[config.mk]
export PLATFORM = sky130hd
export DESIGN_NAME = pwm_peripheral_flat
export DESIGN_NICKNAME = d
export VERILOG_FILES = /design/src/rtl/pwm_pkg.sv /design/src/rtl/pwm_peripheral_if.sv /design/src/rtl/pwm_timebase.sv /design/src/rtl/pwm_peripheral.sv /design/src/flat_wrapper.sv
export SDC_FILE = /design/constraint.sdc
export NUM_CORES = 1
export LEC_CHECK = 0
export CORE_ASPECT_RATIO = 0.75
export CORE_MARGIN = 1
export CORE_UTILIZATION = 40
export DETAILED_ROUTE_END_ITERATION = 10
export PLACE_DENSITY_LB_ADDON = 0.05
export REMOVE_ABC_BUFFERS = 1
export SYNTH_ARGS = -nofsm -noshare
export SYNTH_HDL_FRONTEND = slang
export SYNTH_SLANG_ARGS = --single-unit
export TNS_END_PERCENT = 5
[constraint.sdc]
create_clock -name clk -period 1.7 [get_ports clk]
set_input_delay 0.17 -clock clk [delete_from_list [all_inputs] [get_ports clk]]
set_output_delay 0.17 -clock clk [all_outputs]
set_load 0.005 [all_outputs]
[src/rtl/pwm_pkg.sv]
// pwm_pkg: shared widths and constants for the PWM peripheral
package pwm_pkg;
  localparam int PWM_CNT_W = 8;
  localparam int NUM_CH = 16;
  localparam logic [PWM_CNT_W-1:0] DUTY_FULL = 8'hFF;
  localparam int DEFAULT_CLK_DIV = 13;
endpackage

[src/rtl/pwm_peripheral_if.sv]
// pwm_peripheral_if: register-file configuration in, channel pins out
interface pwm_peripheral_if;
  import pwm_pkg::*;
  logic [7:0] en_reg_out_7_0;
  logic [7:0] en_reg_out_15_8;
  logic [7:0] en_reg_pwm_7_0;
  logic [7:0] en_reg_pwm_15_8;
  logic [PWM_CNT_W-1:0] pwm_duty_cycle;
  logic [NUM_CH-1:0] out;
  modport master (
    output en_reg_out_7_0, en_reg_out_15_8, en_reg_pwm_7_0, en_reg_pwm_15_8, pwm_duty_cycle,
    input  out
  );
  modport slave (
    input  en_reg_out_7_0, en_reg_out_15_8, en_reg_pwm_7_0, en_reg_pwm_15_8, pwm_duty_cycle,
    output out
  );
endinterface

[src/rtl/pwm_timebase.sv]
// pwm_timebase: prescaler, 8-bit period counter and double-buffered duty compare
module pwm_timebase
  import pwm_pkg::*;
#(
  parameter int CLK_DIV = DEFAULT_CLK_DIV
) (
  input  logic                 clk,
  input  logic                 rst_n,
  input  logic [PWM_CNT_W-1:0] duty_i,
  output logic                 pwm_sig_o
);
  localparam int PW = CLK_DIV > 1 ? $clog2(CLK_DIV) : 1;
  localparam logic [PW-1:0] PRE_MAX = PW'(CLK_DIV - 1);
  logic [PW-1:0] pre_q, pre_d;
  logic [PWM_CNT_W-1:0] cnt_q, cnt_d, shadow_q, shadow_d;
  logic tick;
  // shadow reloads on the last step of a period so the new duty starts at cnt 0
  always_comb begin
    tick = pre_q == PRE_MAX;
    pre_d = tick ? '0 : pre_q + 1'b1;
    cnt_d = tick ? cnt_q + 1'b1 : cnt_q;
    shadow_d = (tick && cnt_q == '1) ? duty_i : shadow_q;
    pwm_sig_o = (shadow_q == DUTY_FULL) || (cnt_q < shadow_q);
  end
  always_ff @(posedge clk or negedge rst_n) begin
    if (!rst_n) begin
      pre_q <= '0;
      cnt_q <= '0;
      shadow_q <= '0;
    end else begin
      pre_q <= pre_d;
      cnt_q <= cnt_d;
      shadow_q <= shadow_d;
    end
  end
endmodule

[src/rtl/pwm_peripheral.sv]
// pwm_peripheral: 16 registered output pins, each off, on, or the shared PWM waveform
module pwm_peripheral
  import pwm_pkg::*;
#(
  parameter int CLK_DIV = DEFAULT_CLK_DIV
) (
  input logic             clk,
  input logic             rst_n,
  pwm_peripheral_if.slave bus
);
  logic pwm_sig;
  logic [NUM_CH-1:0] en_out, en_pwm, out_d, out_q;
  pwm_timebase #(.CLK_DIV(CLK_DIV)) u_tb (
    .clk      (clk),
    .rst_n    (rst_n),
    .duty_i   (bus.pwm_duty_cycle),
    .pwm_sig_o(pwm_sig)
  );
  // output enable dominates; PWM mode only chooses between steady-high and waveform
  always_comb begin
    en_out = {bus.en_reg_out_15_8, bus.en_reg_out_7_0};
    en_pwm = {bus.en_reg_pwm_15_8, bus.en_reg_pwm_7_0};
    out_d = en_out & (~en_pwm | {NUM_CH{pwm_sig}});
  end
  always_ff @(posedge clk or negedge rst_n) begin
    if (!rst_n) out_q <= '0;
    else out_q <= out_d;
  end
  assign bus.out = out_q;
endmodule

[src/flat_wrapper.sv]
// flat-port wrapper written by rule: the top's interface ports become plain ports
module pwm_peripheral_flat import pwm_pkg::*;
#(
  parameter int CLK_DIV = DEFAULT_CLK_DIV
)
  (clk, rst_n, bus_en_reg_out_7_0, bus_en_reg_out_15_8, bus_en_reg_pwm_7_0, bus_en_reg_pwm_15_8, bus_pwm_duty_cycle, bus_out);
  pwm_peripheral_if bus_i ();
  input logic clk;
  input logic rst_n;
  input wire logic [$bits(bus_i.en_reg_out_7_0)-1:0] bus_en_reg_out_7_0;
  input wire logic [$bits(bus_i.en_reg_out_15_8)-1:0] bus_en_reg_out_15_8;
  input wire logic [$bits(bus_i.en_reg_pwm_7_0)-1:0] bus_en_reg_pwm_7_0;
  input wire logic [$bits(bus_i.en_reg_pwm_15_8)-1:0] bus_en_reg_pwm_15_8;
  input wire logic [$bits(bus_i.pwm_duty_cycle)-1:0] bus_pwm_duty_cycle;
  output wire logic [$bits(bus_i.out)-1:0] bus_out;
  assign bus_i.en_reg_out_7_0 = bus_en_reg_out_7_0;
  assign bus_i.en_reg_out_15_8 = bus_en_reg_out_15_8;
  assign bus_i.en_reg_pwm_7_0 = bus_en_reg_pwm_7_0;
  assign bus_i.en_reg_pwm_15_8 = bus_en_reg_pwm_15_8;
  assign bus_i.pwm_duty_cycle = bus_pwm_duty_cycle;
  assign bus_out = bus_i.out;
  pwm_peripheral #(.CLK_DIV(CLK_DIV)) u_core (.clk(clk), .rst_n(rst_n), .bus(bus_i));
endmodule
==> flow_metrics.tcl <==
set metrics [dict create \
    status "finished, violations left" \
    violations "setup timing" \
    fin_nets 262 \
    synth.most_common_cell "dfrtp_1" \
    cts.clk_slew.worst_paths_ns 0.07 \
    crit_type "reg -> reg" \
    via_count 1213 \
    critPathCaptureType "flop" \
    fmax_ghz 0.579 \
    routed_via_density 4.61 \
    dominantRegCellSynth "dfrtp_1" \
    cp-start-kind "flop" \
    synth.avg_cell_area_um2 13.4 \
    synthCells 122 \
    core_um2 3780 \
    grt_pass1_wl_um 5800 \
    die-height_um 57.5 \
    row_count 19 \
    routabilityCongestion 0.685 \
    setup_ws_ns -0.0257 \
    grt_pass1_vias 1339 \
    power.density_nw_per_um2 694 \
    cp_slowest_stage_delay_ns 0.39 \
    drv_cap 0 \
    cts_tree "built" \
    crit_chain "inv_2 -> ha_4 -> and3_4 -> and4_4 -> and3_4 -> mux2_4" \
    min_period_over_period_pct 102 \
    routed_wl_um 3680 \
    die_w_um 75.9 \
    utilization_pct 71.7 \
    crit_family "simple AND/OR/NAND/NOR gates" \
    wire_per_inst_um 14.0 \
    hpwlAfterDp_um 2660 \
    ff2ff_setup_slack_ns -0.03 \
    cpMaxStageDelayCell "dfrtp_1" \
    cp_common_cell "and3_4" \
    ctsHoldBuffers 0 \
    p_leak_nw 1.22 \
    slew_viol_final 0 \
    layout-drive-gt1-share_pct 34.6 \
    drcViolationCount 0 \
    initial_core_util_pct 43.4 \
    setup_viol 15 \
    ant_nets 0 \
    firstDrtPassIters 3 \
    antenna_cells 0 \
    path_max_fanout 8 \
    yosys.area.top_type_share_pct 54.9 \
    numCtsBuffers 5 \
    skew_ns 0.00416 \
    postLayoutCellArea_um2 2710 \
    synthDistinctLibCells 28 \
    portBuffers 57 \
    cp_data_arrival_time_ns 1.90 \
    hold_class "in -> async" \
    netlist_top_cells_count "dfrtp_1, a21boi_0, ha_1, inv_1, mux2_4" \
    clock_latency_ns 0.29 \
    slew_headroom_pct 69.3 \
    grt_usage_pct 17.6 \
    synth_edf_count 0 \
    async_reset_ff_share_pct 100 \
    grt_antenna_before_repair 0 \
    synth_largest_area_cell "dfrtp_1" \
    yosys_warnings 0 \
    htree_levels 2 \
    die-area_um2 4360 \
    cts_sinks 36 \
    overflow 0 \
    pin_count 58 \
    synth_area_leaders "dfrtp_1, ha_1, a21boi_0" \
    hold_violations 0 \
    clockBufferDepth 2 \
    cp_num_buf_inv 1 \
    drt-initial-drc-count 38 \
    ys_ff_latch 36 \
    holdWs_ns 0.297 \
    fin_crit_ns 1.73 \
    syn_to_final_growth_pct 65.3 \
    post_dp_cell_area_um2 2400 \
    cp.required_ns 1.87 \
    grt_start_max_net_pins 37 \
    cts-root-buf "clkbuf_8" \
    tightest_slew_ns 0.460 \
    synthesis.area_um2 1640 \
    rsz0062_at_grt "true" \
    synth-seq-area-share_pct 54.9 \
    peakVddDrop_v 0.000612 \
]
-- logic make-up (layout without fill, tap and decap cells) --
family / after synthesis / after routing / share of synthesized area, %
buffers and inverters: 13 / 102 / 4.50
adder cells (fa/ha/maj): 10 / 10 / 7.63
AO/OA/AOI/OAI: 26 / 26 / 13.3
flip-flops: 36 / 36 / 54.9
XOR/XNOR: 8 / 8 / 4.27
AND/OR/NAND/NOR: 20 / 20 / 7.40
multiplexers: 9 / 9 / 8.01
-- layout make-up --
class / instances / area, um2
fill: 258 / 1070
sequential: 36 / 901
timing repair buffer: 84 / 807
multi-input combinational: 73 / 774
clock buffer: 7 / 96.3
tap: 52 / 65.1
inverter: 10 / 37.5
clock inverter: 1 / 30.0
-- sequential cells by signal, summed over array words and instances (netlist names) --
name and count:
u_core.bus.out 16, u_core.u_tb.cnt_q 8, u_core.u_tb.pre_q 4, u_core.u_tb.shadow_q 8
-- repair_timing --
action                                  in CTS  in global routing
hold endpoints to repair                     0                  0
gates resized for setup                     26                 18
endpoints found under the setup margin      24                 24
buffers inserted                             2                  2
pin swaps                                    5                 20
gates cloned                                 0                  1
-- path summary, 6_finish.rpt --
| path | from | to | depth (start not counted) |
|---|---|---|---|
| min in group clk | bus_en_reg_pwm_7_0[4] | u_core.bus.out[4] | 2 |
| worst max-delay path | u_core.u_tb.pre_q[0] | u_core.u_tb.shadow_q[4] | 6 |
| worst min register to register | u_core.u_tb.pre_q[3] | u_core.u_tb.pre_q[3] | 1 |
| max in group asynchronous | rst_n | u_core.u_tb.shadow_q[5] | 2 |
| worst max register to register | u_core.u_tb.pre_q[0] | u_core.u_tb.shadow_q[4] | 6 |
| worst min-delay path | rst_n | u_core.u_tb.pre_q[1] | 2 |
-- placed cells by master, fill, tap and decap left out, drive strengths merged, types with 3 or more instances in the layout --
cell,instances
nand2,4
buf,26
xor2,4
nand4,4
a21boi,16
mux2,9
clkbuf,8
and3,3
xnor2,4
nor2,5
inv,10
clkdlybuf4s50,57
dfrtp,36
ha,10
-- layer usage --
metal	vias to the layer above	wire (um)	GRT usage [%]
met5	-	0	0
met3	7	230	6.40
met4	0	57	6.59
met1	576	1570	20.2
met2	31	1820	30.6
li1	599	-	-
-- power breakdown --
group	internal, mW	switching, mW
Sequential	0.875	0.00532
Combinational	0.134	0.0499
Clock	0.517	0.299
-- metrics by stage --
| step | worst slack (ns) | total power [mW] | instances | setup TNS, ns |
|---|---|---|---|---|
| floorplan | -0.165 | 0.912 | 119 | -2.87 |
| global placement | -0.327 | 1.06 | 250 | -5.54 |
| detailed placement | -0.440 | 1.07 | 250 | -7.08 |
| CTS | -0.0535 | 1.89 | 260 | -0.336 |
| global route | -0.0843 | 1.96 | 263 | -1.39 |
| finish | -0.0257 | 1.88 | 263 | -0.213 |
(Power assumes the default switching activity.)
==> patch: new RTL, same flow settings <==
Reset style: synchronous (`rst_n`), changed in 2 clocked blocks.
--- a/src/rtl/pwm_timebase.sv
+++ b/src/rtl/pwm_timebase.sv
@@ -22,7 +22,7 @@
     shadow_d = (tick && cnt_q == '1) ? duty_i : shadow_q;
     pwm_sig_o = (shadow_q == DUTY_FULL) || (cnt_q < shadow_q);
   end
-  always_ff @(posedge clk or negedge rst_n) begin
+  always_ff @(posedge clk) begin
     if (!rst_n) begin
       pre_q <= '0;
       cnt_q <= '0;
--- a/src/rtl/pwm_peripheral.sv
+++ b/src/rtl/pwm_peripheral.sv
@@ -22,7 +22,7 @@
     en_pwm = {bus.en_reg_pwm_15_8, bus.en_reg_pwm_7_0};
     out_d = en_out & (~en_pwm | {NUM_CH{pwm_sig}});
   end
-  always_ff @(posedge clk or negedge rst_n) begin
+  always_ff @(posedge clk) begin
     if (!rst_n) out_q <= '0;
     else out_q <= out_d;
   end
Behaviour: differs if rst_n is asserted again (counterexample within 4 cycles, from zero or initial values and one cycle with rst_n low); with rst_n held inactive, the same outputs for 10 cycles.
==> patch against the original RTL <==
  * Combinational power grew 2%
  * Final area down 9.0%
  * Sequential cell count unchanged
  * Routed wire length shrank 2.6%
  * Synthesized area is 3.3% lower
  * Critical path depth up 1
  * Worst setup slack better by 130 ps
  * Total power fell by 9.0%
  * Synthesized cell count is 39% higher
  * Core utilization is 5.7 points lower
  * Largest cell class is now multi-input gates
  * Largest power group unchanged
  * Highest routed layer unchanged
==> patch: results (changes against the original RTL) <==
[setup_path]
max_stage_delay_ps=340  ; was 390 ps
cp_slowest_cell=dfxtp_2  ; was dfrtp_1
cp.arrival_ps=1780  ; was 1900 ps

[sta]
slew_headroom_pct=75.7  ; was 69.3%
finalClockSkew_ps=4.29  ; was 4.16 ps

[drt]
dr.pass1.iters=4  ; was 3
num_vias=1384  ; was 1213
drtIter0Drc=44  ; was 38
routed_wl_um=3580  ; was 3680 µm

[synth]
synth.avg_cell_area_um2=9.39  ; was 13.4 µm²
ys_seq_area_share_pct=45.4  ; was 54.9%
ys_top_cells_by_count=36 x dfxtp_1, 26 x nand2_1, 12 x nand3_1  ; was 36 x dfrtp_1, 16 x a21boi_0, 10 x ha_1, 10 x inv_1, 8 x mux2_4
ys_async_sr_fraction_pct=0  ; was 100%
synth-compound-area-share_pct=17.6  ; was 13.3%
ys_top_cells_by_area=dfxtp_1 45%, ha_1 7.9%, nand2_1 6.2%, a21oi_2 5.5%, nand3_1 3.8%  ; was dfrtp_1 55%, ha_1 7.6%, a21boi_0 7.3%, mux2_4 7.3%, inv_1 2.3%
yosys.cell_types.count=32  ; was 28
synth_xor_area_share_pct=3.86  ; was 4.27%
synth.area.mux_share_pct=0.631  ; was 8.01%

[placement]
routabilityCongestion=0.751  ; was 0.685
dp.cells=280  ; was 250
placed_area_mm2=0.00227  ; was 0.00240 mm²
post-place-ws_ps=-4.31  ; was -440 ps
dpl.hpwl_um=2600  ; was 2660 µm

[outcome]
status=finished, final reports clean  ; was finished, violations left

[pwr]
irDropWorstVdd_mv=0.453  ; was 0.612 mV
leakage_nw=0.969  ; was 1.22 nW

[finish]
drive_gt1_share_pct=21.3  ; was 34.6%
final_cells=291  ; was 263

[worst_hold_path]
hold_path_class=in -> reg  ; was in -> async

[grt]
first_global_vias=1275  ; was 1339
grt_pass1_wl_um=5660  ; was 5800 µm
groute.usage.overall_pct=18.2  ; was 17.6%

[patch: cells by family (layout without fill, tap and decap cells)]
family	count (synthesis)	in the layout
AOI/OAI and AO/OA	36	36
xor gates and xnor gates	7	7
adders and majority gates	10	10
buffers and inverters	17	87
DFF	36	36
muxes	1	1
and+or+nand+nor	62	62
[patch: power by group]
group	internal (W)	leakage, nW	switching [W]
registers	0.000864	0.297	0.00000970
clock network	0.000361	0.0503	0.000288
logic	0.000130	0.622	0.0000583
total	0.00136	0.969	0.000356
[patch: repair_timing]
| item | CTS | global route |
|---|---|---|
| pin swaps | 2 | 3 |
| hold buffers | 0 | 0 |
| gates cloned | 1 | 0 |
| setup endpoints to repair | 6 | 16 |
| gates resized for setup | 9 | 11 |
| setup buffers | 2 | 3 |
[patch: metal layers]
metal / track usage (%) / vias up / share of wire (%)
met3: 5.92 / 5 / 4.4
met5: 0 / - / 0
li1: - / 717 / -
met2: 29.0 / 36 / 49
met1: 23.2 / 626 / 45
met4: 5.66 / 0 / 1.1
[patch: path summary, 6_finish.rpt]
path	start	end	slack, ps	cells after the start
min reg2reg	u_core.u_tb.pre_q[0]	u_core.u_tb.pre_q[0]	480	1
min	bus_en_reg_out_7_0[5]	u_core.bus.out[5]	400	3
max reg2reg	u_core.u_tb.shadow_q[7]	u_core.bus.out[11]	100	7
max	u_core.u_tb.shadow_q[7]	u_core.bus.out[11]	100	7
[patch: area by class of cell]
cell class                      instances  area [µm²]
Multi-Input combinational cell        116         862
Timing Repair Buffer                   70         676
Tap cell                               52        65.1
Inverter                               10        37.5
Sequential cell                        36         729
Clock buffer                            7        96.3
Fill cell                             321        1270
